### src/rtl/jpeg_inverse_zigzag_if.sv
// Stream bundle for jpeg_inverse_zigzag: zigzag-order coefficients in, raster-order out.
// in_eob exists only when JPEG_INVZZ_EOB_EN is defined.
interface jpeg_inverse_zigzag_if #(
    parameter int DW = 12
);
    logic          in_valid;
    logic          in_ready;
    logic [DW-1:0] in_data;
`ifdef JPEG_INVZZ_EOB_EN
    logic          in_eob;
`endif
    logic          out_valid;
    logic          out_ready;
    logic [DW-1:0] out_data;
    logic          out_sob;
    logic          out_last;

    modport master (
        output in_valid, in_data,
`ifdef JPEG_INVZZ_EOB_EN
        output in_eob,
`endif
        output out_ready,
        input  in_ready, out_valid, out_data, out_sob, out_last
    );

    modport slave (
        input  in_valid, in_data,
`ifdef JPEG_INVZZ_EOB_EN
        input  in_eob,
`endif
        input  out_ready,
        output in_ready, out_valid, out_data, out_sob, out_last
    );
endinterface

### src/rtl/jpeg_inverse_zigzag.sv
// Inverse JPEG zigzag reorder with ping-pong 64-entry banks, one coefficient per clock.
// Optional early end-of-block support is enabled by defining JPEG_INVZZ_EOB_EN.
module jpeg_inverse_zigzag #(
    parameter int DW = 12
) (
    input  logic                 clk,
    input  logic                 rst,
    jpeg_inverse_zigzag_if.slave bus
);
    typedef enum logic [1:0] {BANK_EMPTY, BANK_FILLING, BANK_FULL} bank_state_e;

    // Zigzag index -> raster address.
    localparam logic [5:0] ZZ2R [64] = '{
        6'd0,  6'd1,  6'd8,  6'd16, 6'd9,  6'd2,  6'd3,  6'd10,
        6'd17, 6'd24, 6'd32, 6'd25, 6'd18, 6'd11, 6'd4,  6'd5,
        6'd12, 6'd19, 6'd26, 6'd33, 6'd40, 6'd48, 6'd41, 6'd34,
        6'd27, 6'd20, 6'd13, 6'd6,  6'd7,  6'd14, 6'd21, 6'd28,
        6'd35, 6'd42, 6'd49, 6'd56, 6'd57, 6'd50, 6'd43, 6'd36,
        6'd29, 6'd22, 6'd15, 6'd23, 6'd30, 6'd37, 6'd44, 6'd51,
        6'd58, 6'd59, 6'd52, 6'd45, 6'd38, 6'd31, 6'd39, 6'd46,
        6'd53, 6'd60, 6'd61, 6'd54, 6'd47, 6'd55, 6'd62, 6'd63
    };

    bank_state_e   bank_q [2];
    bank_state_e   bank_d [2];
    logic [5:0]    wcnt_q, wcnt_d, rcnt_q, rcnt_d;
    logic          wbank_q, wbank_d, rbank_q, rbank_d;
    logic          out_valid_q, out_valid_d;
    logic          out_sob_q, out_sob_d, out_last_q, out_last_d;
    logic [DW-1:0] out_data_q, out_data_d;
    logic [DW-1:0] mem_q [2][64];
    logic [DW-1:0] rd_word;
    logic          in_ready, wr_en, wr_close, fetch, fetch_last;

    // Bank state register.
    always_ff @(posedge clk) begin
        if (rst) begin
            bank_q[0] <= BANK_EMPTY;
            bank_q[1] <= BANK_EMPTY;
        end else begin
            bank_q[0] <= bank_d[0];
            bank_q[1] <= bank_d[1];
        end
    end

    // Bank next state: writer fills/closes bank[wbank], reader frees bank[rbank].
    always_comb begin
        for (int b = 0; b < 2; b++) begin
            // NOTE: default first so every path assigns bank_d and no latch is inferred.
            bank_d[b] = bank_q[b];
            unique case (bank_q[b])
                BANK_EMPTY:   if (wr_en && wbank_q == b[0])
                                  bank_d[b] = wr_close ? BANK_FULL : BANK_FILLING;
                BANK_FILLING: if (wr_close && wbank_q == b[0]) bank_d[b] = BANK_FULL;
                BANK_FULL:    if (fetch_last && rbank_q == b[0]) bank_d[b] = BANK_EMPTY;
                default:      bank_d[b] = BANK_EMPTY;
            endcase
        end
    end

    // FSM outputs: handshake and fetch strobes.
    always_comb begin
        in_ready   = (bank_q[wbank_q] != BANK_FULL);
        wr_en      = bus.in_valid && in_ready;
`ifdef JPEG_INVZZ_EOB_EN
        wr_close   = wr_en && ((wcnt_q == 6'd63) || bus.in_eob);
`else
        wr_close   = wr_en && (wcnt_q == 6'd63);
`endif
        fetch      = (bank_q[rbank_q] == BANK_FULL) && (!out_valid_q || bus.out_ready);
        fetch_last = fetch && (rcnt_q == 6'd63);
    end

`ifdef JPEG_INVZZ_EOB_EN
    logic [63:0] mask_q [2];

    // Written mask: unwritten raster slots of an early-closed block read as zero.
    always_ff @(posedge clk) begin
        if (rst) begin
            mask_q[0] <= '0;
            mask_q[1] <= '0;
        end else begin
            if (fetch_last) mask_q[rbank_q] <= '0;
            if (wr_en)      mask_q[wbank_q][ZZ2R[wcnt_q]] <= 1'b1;
        end
    end

    assign rd_word = mask_q[rbank_q][rcnt_q] ? mem_q[rbank_q][rcnt_q] : '0;
`else
    assign rd_word = mem_q[rbank_q][rcnt_q];
`endif

    // NOTE: coefficient storage is deliberately not reset; bank states alone say what is valid.
    always_ff @(posedge clk) begin
        if (wr_en) mem_q[wbank_q][ZZ2R[wcnt_q]] <= bus.in_data;
    end

    always_comb begin
        wcnt_d      = wcnt_q;
        wbank_d     = wbank_q;
        rcnt_d      = rcnt_q;
        rbank_d     = rbank_q;
        out_valid_d = out_valid_q;
        out_data_d  = out_data_q;
        out_sob_d   = out_sob_q;
        out_last_d  = out_last_q;
        if (wr_en) begin
            wcnt_d = wr_close ? 6'd0 : wcnt_q + 6'd1;
            if (wr_close) wbank_d = ~wbank_q;
        end
        if (fetch) begin
            rcnt_d      = rcnt_q + 6'd1;
            if (fetch_last) rbank_d = ~rbank_q;
            out_valid_d = 1'b1;
            out_data_d  = rd_word;
            out_sob_d   = (rcnt_q == 6'd0);
            out_last_d  = (rcnt_q == 6'd63);
        end else if (bus.out_ready) begin
            out_valid_d = 1'b0;
        end
    end

    // NOTE: non-blocking assignments so every register samples pre-edge values.
    always_ff @(posedge clk) begin
        if (rst) begin
            wcnt_q      <= '0;
            wbank_q     <= 1'b0;
            rcnt_q      <= '0;
            rbank_q     <= 1'b0;
            out_valid_q <= 1'b0;
            out_data_q  <= '0;
            out_sob_q   <= 1'b0;
            out_last_q  <= 1'b0;
        end else begin
            wcnt_q      <= wcnt_d;
            wbank_q     <= wbank_d;
            rcnt_q      <= rcnt_d;
            rbank_q     <= rbank_d;
            out_valid_q <= out_valid_d;
            out_data_q  <= out_data_d;
            out_sob_q   <= out_sob_d;
            out_last_q  <= out_last_d;
        end
    end

    assign bus.in_ready  = in_ready;
    assign bus.out_valid = out_valid_q;
    assign bus.out_data  = out_data_q;
    assign bus.out_sob   = out_sob_q;
    assign bus.out_last  = out_last_q;
endmodule

### src/flat_wrapper.sv
// flat-port wrapper written by rule: the top's interface ports become plain ports
module jpeg_inverse_zigzag_flat 
#(
    parameter int DW = 12
)
  (clk, rst, bus_in_valid, bus_in_data, bus_out_ready, bus_in_ready, bus_out_valid, bus_out_data, bus_out_sob, bus_out_last);
  jpeg_inverse_zigzag_if #(.DW(DW)) bus_i ();
  input  logic clk;
  input  logic rst;
  input wire logic [$bits(bus_i.in_valid)-1:0] bus_in_valid;
  input wire logic [$bits(bus_i.in_data)-1:0] bus_in_data;
  input wire logic [$bits(bus_i.out_ready)-1:0] bus_out_ready;
  output wire logic [$bits(bus_i.in_ready)-1:0] bus_in_ready;
  output wire logic [$bits(bus_i.out_valid)-1:0] bus_out_valid;
  output wire logic [$bits(bus_i.out_data)-1:0] bus_out_data;
  output wire logic [$bits(bus_i.out_sob)-1:0] bus_out_sob;
  output wire logic [$bits(bus_i.out_last)-1:0] bus_out_last;
  assign bus_i.in_valid = bus_in_valid;
  assign bus_i.in_data = bus_in_data;
  assign bus_i.out_ready = bus_out_ready;
  assign bus_in_ready = bus_i.in_ready;
  assign bus_out_valid = bus_i.out_valid;
  assign bus_out_data = bus_i.out_data;
  assign bus_out_sob = bus_i.out_sob;
  assign bus_out_last = bus_i.out_last;
  jpeg_inverse_zigzag #(.DW(DW)) u_core (.clk(clk), .rst(rst), .bus(bus_i));
endmodule
### config.mk
export PLATFORM = sky130hd
export DESIGN_NAME = jpeg_inverse_zigzag_flat
export DESIGN_NICKNAME = d
export VERILOG_FILES = /design/src/rtl/jpeg_inverse_zigzag_if.sv /design/src/rtl/jpeg_inverse_zigzag.sv /design/src/flat_wrapper.sv
export SDC_FILE = /design/constraint.sdc
export NUM_CORES = 1
export LEC_CHECK = 0
export ABC_CLOCK_PERIOD_IN_PS = 5200
export BUFFER_PORTS_ARGS = -buffer_cell sky130_fd_sc_hd__buf_4
export CAP_MARGIN = 5
export CORE_MARGIN = 2
export CORE_UTILIZATION = 40
export DETAILED_ROUTE_END_ITERATION = 8
export PLACE_DENSITY = 0.5
export SLEW_MARGIN = 20
export SYNTH_ARGS = -nofsm -noshare
export SYNTH_HDL_FRONTEND = slang
export SYNTH_SLANG_ARGS = --single-unit
### constraint.sdc
create_clock -name clk -period 5.2 [get_ports clk]
set_clock_uncertainty 0.05 [all_clocks]
set_input_delay 0 -clock clk [delete_from_list [all_inputs] [get_ports clk]]
set_output_delay 0 -clock clk [all_outputs]
set_load 0.01 [all_outputs]
## After elaboration in Yosys (flattened, before gate mapping)

Memory sizes are Yosys's and may differ from the RTL's. A register that Yosys moved wholly into a read port is not among the register bits.
Index checks and enable logic that the tools add are counted.

- Register bits: 29
- RAM bits: 1,540
- ROM bits: 384
- Input port bits: 16
- Output and inout port bits: 16
- Memories kept: 3

- Add/subtract/negate cells: 2
- Magnitude comparators: 4
- Eq/ne operators: 8
- Mux-type cells: 32
- Bitwise logic cells: 7
- Reduce and logical (&&, ||, !) cells: 19

Memories:

| memory | depth | width | read ports | clocked after memory_dff | wr ports | line | RTL |
|---|---|---|---|---|---|---|---|
| u_core.mem_q | 2 | 768 | 1 | 1 | 1 | jpeg_inverse_zigzag.sv:31 | `logic [DW-1:0] mem_q [2][64];` |
| (no name shown) | 64 | 6 | 1 | 0 | 0 | jpeg_inverse_zigzag.sv:95 | `if (wr_en) mem_q[wbank_q][ZZ2R[wcnt_q]] <= bus.in_data;` |
| u_core.bank_q | 2 | 2 | 4 | 2 | 2 | jpeg_inverse_zigzag.sv:24 | `bank_state_e bank_q [2];` |

Operators by type and width:

| kind | number |
|---|---|
| 768-bit two-way mux | 1 |
| 12-bit binary-select mux with 6-bit select | 1 |
| 12-bit demux with 6-bit select | 1 |
| 12-bit two-way mux | 3 |
| 7-bit >= comparator (second input constant) | 3 |
| 6-bit inverter with 7-bit output | 3 |
| 2-bit two-way mux | 9 |
| 6-bit two-way mux | 3 |
| 6-bit by 1-bit adder with 6-bit output (second input constant) | 2 |
| 6-bit == test (second input constant) | 2 |
| 1-bit two-way mux | 12 |
| 2-bit case mux with 3 select lines | 2 |
| 1-bit logical AND | 11 |
| 7-bit by 1-bit less-than comparator with 1-bit output (second input constant) | 1 |
| 2-bit == test (second input constant) | 3 |
| 6-bit zero test | 1 |
| 2-bit by 1-bit == test with 1-bit output (second input constant) | 2 |
| 2-bit zero test | 2 |
| 2-bit AND reduction | 2 |
| 2-bit != test (second input constant) | 1 |
| 1-bit inverter | 2 |
| 1-bit bitwise OR | 2 |
| 2-bit nonzero test | 1 |
| 1-bit zero test | 1 |
| 1-bit logical OR | 1 |

## Depth between registers and ports, before layout

- Word-level depth: 10
- Gate-level depth with buffers: 12
- Mapped depth without buffers: 8

## Worst setup path before layout

OpenSTA, ideal clock, no wires.

- Path kind: reg-to-reg
- From: register u_core.wcnt_q[0]
- To: memory u_core.mem_q[0][168] (netlist name), enable pin
- Data arrival time: 3.780 ns
- Data required time: 4.738 ns
- Path slack: 0.957 ns
- Stages on the path, launching flop included: 11
- Period minus slack after synthesis: 4.243 ns
- Cell sequence: dfxtp_1 buf_2 inv_1 ha_1 xor2_1 nor2_1 a21oi_1 mux4_1 or3_1 clkbuf_1 nor4_1

- Longest elaborated chain between the ends: 10

RTL lines:

| what | line | RTL |
|---|---|---|
| from (decl) | jpeg_inverse_zigzag.sv:26 | `logic [5:0] wcnt_q, wcnt_d, rcnt_q, rcnt_d;` |
| from (signal assigned) | jpeg_inverse_zigzag.sv:135 | `wcnt_q <= wcnt_d;` |
| 6-bit inverter with 7-bit output (not written as such) (*) | jpeg_inverse_zigzag.sv:95 |  |
| memory read 64 x 6 bit (*) | n/a |  |
| 6-bit two-way mux (not written as such) (*) (2 in a row) | jpeg_inverse_zigzag.sv:95 |  |
| 6-bit inverter with 7-bit output (not written as such) (*) | jpeg_inverse_zigzag.sv:95 |  |
| 7-bit >= comparator (not written as such) / 7-bit by 1-bit less-than comparator with 1-bit output (equally long branches) | jpeg_inverse_zigzag.sv:95 |  |
| 1-bit logical AND (not written as such) | jpeg_inverse_zigzag.sv:95 |  |
| 12-bit two-way mux (not written as such) | jpeg_inverse_zigzag.sv:95 |  |
| 12-bit demux with 6-bit select (*) | jpeg_inverse_zigzag.sv:95 |  |
| 768-bit two-way mux (not written as such) (*) | jpeg_inverse_zigzag.sv:95 |  |
| to (decl) | jpeg_inverse_zigzag.sv:31 |  |

Every way passes the cells marked *; elsewhere a longest branch is shown, timed or not. The select of a mux whose other input is x is not followed.

## Final worst setup path

- From: register u_core.wcnt_q[0]
- To: memory u_core.mem_q[1][461] (netlist name), enable pin

Same word-level chain as after synthesis.

==> results.md <==
- Outcome: completed
- Final HPWL DP: 120,000 um
- Final design utilization: 0.466
- CP Data Required Time: 5640 ps
- Via/cell ratio: 5.90
- Leak: 22.5 nW
- Core Footprint: 154,000 um^2
- First-pass GRT wire length: between 200,000 and 300,000 um
- Initial antenna violation count: 11
- Final Cycle Share: 0.905
- Clock Latency Late Sink: 790 ps
- CP Class: flip-flop to flip-flop
- VDD IR max: 0.340 mV
- PD cells: 361 nW/um^2
- Syn Area/Cell: about 20 um^2
- Vias in the first global route: between 30,000 and 40,000
- Grt total ovfl: 0
- Total track usage: 0.239
- Final WL: around 190,000 um
- Final hold violations: 0
- Syn. warnings: 0
- Post-Place Worst Slack: 595 ps
- Sink Count: 1,571
- Post-synth EDFFs: 1,536
- DR vias: 32,982
- Synth Cell Area: approximately 62,000 um^2
- Netlist cell types: 83
- Peak Freq: 0.212 GHz
- Die area: 159,000 um^2
- Htree depth: 4
- Share of Yosys cell area claimed by the top area cell type: 0.740
- Area Growth Syn to Fin: 15.5%
- Synth Flop Type: edfxtp_1
- Worst slew margin: 0.256
- Setup TNS: 0 ps
- Num CTS Buffers: 165
- Slowest-stage cell, CP: a2111oi_4
- Post-Syn Nets: ~3,100
- Final hold slack: 125 ps
- Leading post-synthesis cells by cell area: edfxtp_1 (74%), mux4_2 (12%), mux2i_1 (3.0%)
- Post-Syn Instances: just over 3,000
- Worst Hold Class: input pin to flip-flop
- CTS Buffer Depth: 3
- Rows: 144
- Setup ws final: 493 ps
- Async SR Flop Fraction: 0
- Synth Register Bits: around 1,600
- Slowest Stage Delay on Critical Path: 1000 ps
- Die Wd: 399 um
- Router iterations before antenna repair: 5
- Actual slew at the worst max-slew pin: roughly 1100 ps
- DRC Markers: 0
- Clk pin slew, worst setup/hold paths: 60 ps
- Io pins: 32
- PortBufs: 31
- Fin nets: 3,438
- DR WL/cell: 33.9 um
- Count leader, synth: edfxtp_1
- Synth area leader: edfxtp_1
- Fin crit period: 4710 ps
- Die height: between 300 and 400 um
- Top cell types by occurrence after synthesis: edfxtp_1 (1,536), mux4_2 (330), mux2i_1 (188), nor2_1 (151), nand2_1 (103)
- RSZ-0062 raised after global routing: no
- Crit path max fanout: 15
- CTS tree: yes
- CTS root buffer: clkbuf_16
- Crit. End Element: flip-flop
- Crit path DAT: just over 5000 ps
- Starting Density: 0.403
- Fin. max-slew vios: 0
- Share of post-route cells with drive strength above 1: 0.273
- Placer Congestion: 0.876
- DRT iter0 DRCs: approximately 4,300
- Largest net degree at the start of global routing: 82
- Maxcap violations: 0
- Final ANT Viol Nets: 0
- Element type at the critical path start: flip-flop
- Cell chain of the critical path: inv_1, ha_1, nor2b_1, nor3_1, o32a_1, a2111oi_4, nand3_1, nor3_2, buf_4
- Final Setup Violations: 0
- Register area share after synthesis: 0.752
- Setup bufs post-CTS: 0
-- flip-flops by register name, indices dropped and copies added, names as in the netlist, named ones only --
name and cells:
u_core.wbank_q 1, u_core.bus.out_sob 1, u_core.rbank_q 1, u_core.rcnt_q 6
u_core.bus.out_valid 1, u_core.wcnt_q 6, u_core.bus.out_last 1, u_core.bank_q 4
u_core.mem_q 1536, u_core.bus.out_data 12
-- path summary, 6_finish.rpt --
kind / start / end / slack (ps) / depth (start not counted)
worst max-delay path: u_core.wcnt_q[0] / u_core.mem_q[1][461] / 490 / 9
worst min register to register: u_core.bank_q[1][1] / u_core.bank_q[1][0] / 440 / 1
worst min-delay path: rst / u_core.rbank_q / 120 / 3
worst max register to register: u_core.wcnt_q[0] / u_core.mem_q[1][461] / 490 / 9
-- layout make-up --
cell class / instances / area, um^2
Clock inverter: 94 / 820
Sequential cell: 1571 / 46800
Timing Repair Buffer: 303 / 2550
Antenna cell: 5 / 12.5
Tap cell: 2044 / 2560
Inverter: 18 / 72.6
Clock buffer: 209 / 4480
Multi-Input combinational cell: 1343 / 14600
Fill cell: 12793 / 82400
-- stage by stage --
step           cell area (um^2)  std cells  power, W
2_1_floorplan             62300       3113    0.0143
3_3_place_gp              66400       5261    0.0147
3_5_place_dp              66400       5261    0.0147
4_1_cts                   71900       5581    0.0262
5_1_grt                   72000       5582    0.0267
6_report                  72000       5587    0.0260
-- critical path, delay by kind of cell (launching register included) --
family                   cells  cell delay [ps]
AND/OR/NAND/NOR              4             1220
adder cells (fa/ha/maj)      1              500
buffers and inverters        2              620
AO/OA/AOI/OAI                2             1340
flip-flops                   1              660
-- what timing repair did --
| action | 4_1_cts | 5_1_grt |
|---|---|---|
| hold buffers | 17 | 0 |
| endpoints found under the hold margin | 761 | 0 |
| resized for setup | 0 | 0 |
-- power breakdown --
| part | switching (W) | total [W] | leakage, nW | internal [W] |
|---|---|---|---|---|
| clock network | 0.00490 | 0.0116 | 2.61 | 0.00670 |
| registers | 0.0000107 | 0.0139 | 14.1 | 0.0139 |
| logic | 0.000401 | 0.000489 | 5.77 | 0.0000878 |
-- routing by layer --
metal	vias to the layer above	routed length (um)	GRT usage
li1	13475	-	-
met1	17765	81600	0.349
met2	1480	87600	0.370
met3	262	15100	0.0416
met4	0	4910	0.0675
met5	-	0	0
-- logic make-up after synthesis --
family / Yosys count / share of synthesized area
simple gates: 452 / 0.0342
buf+inv: 199 / 0.0182
xor+xnor: 11 / 0.00155
compound gates: 312 / 0.0353
fa+ha+maj: 20 / 0.00402
flops: 1571 / 0.752
mux: 548 / 0.155
-- placed cells by master, fill, tap and decap left out, drive strengths merged, types with 12 or more instances in the layout --
master / synthesis / routed
nand2: 107 / 107
ha: 20 / 20
nand3: 41 / 41
nand4: 14 / 14
clkinv: 1 / 73
edfxtp: 1536 / 1536
buf: 108 / 286
nor2: 151 / 151
mux2i: 188 / 188
inv: 17 / 22
a22oi: 42 / 42
mux4: 331 / 331
mux2: 29 / 29
clkbuf: 73 / 209
dfxtp: 35 / 35
o22ai: 32 / 32
nor2b: 18 / 18
dlygate4sd3: 0 / 17
a221oi: 19 / 19
nand2b: 13 / 13
a31oi: 16 / 16
nor3: 48 / 48
a21oi: 79 / 79
o21ai: 38 / 38
nor4: 12 / 12
bufinv: 0 / 12
and2: 13 / 13
Note: power is estimated with default switching activity, not from simulation.
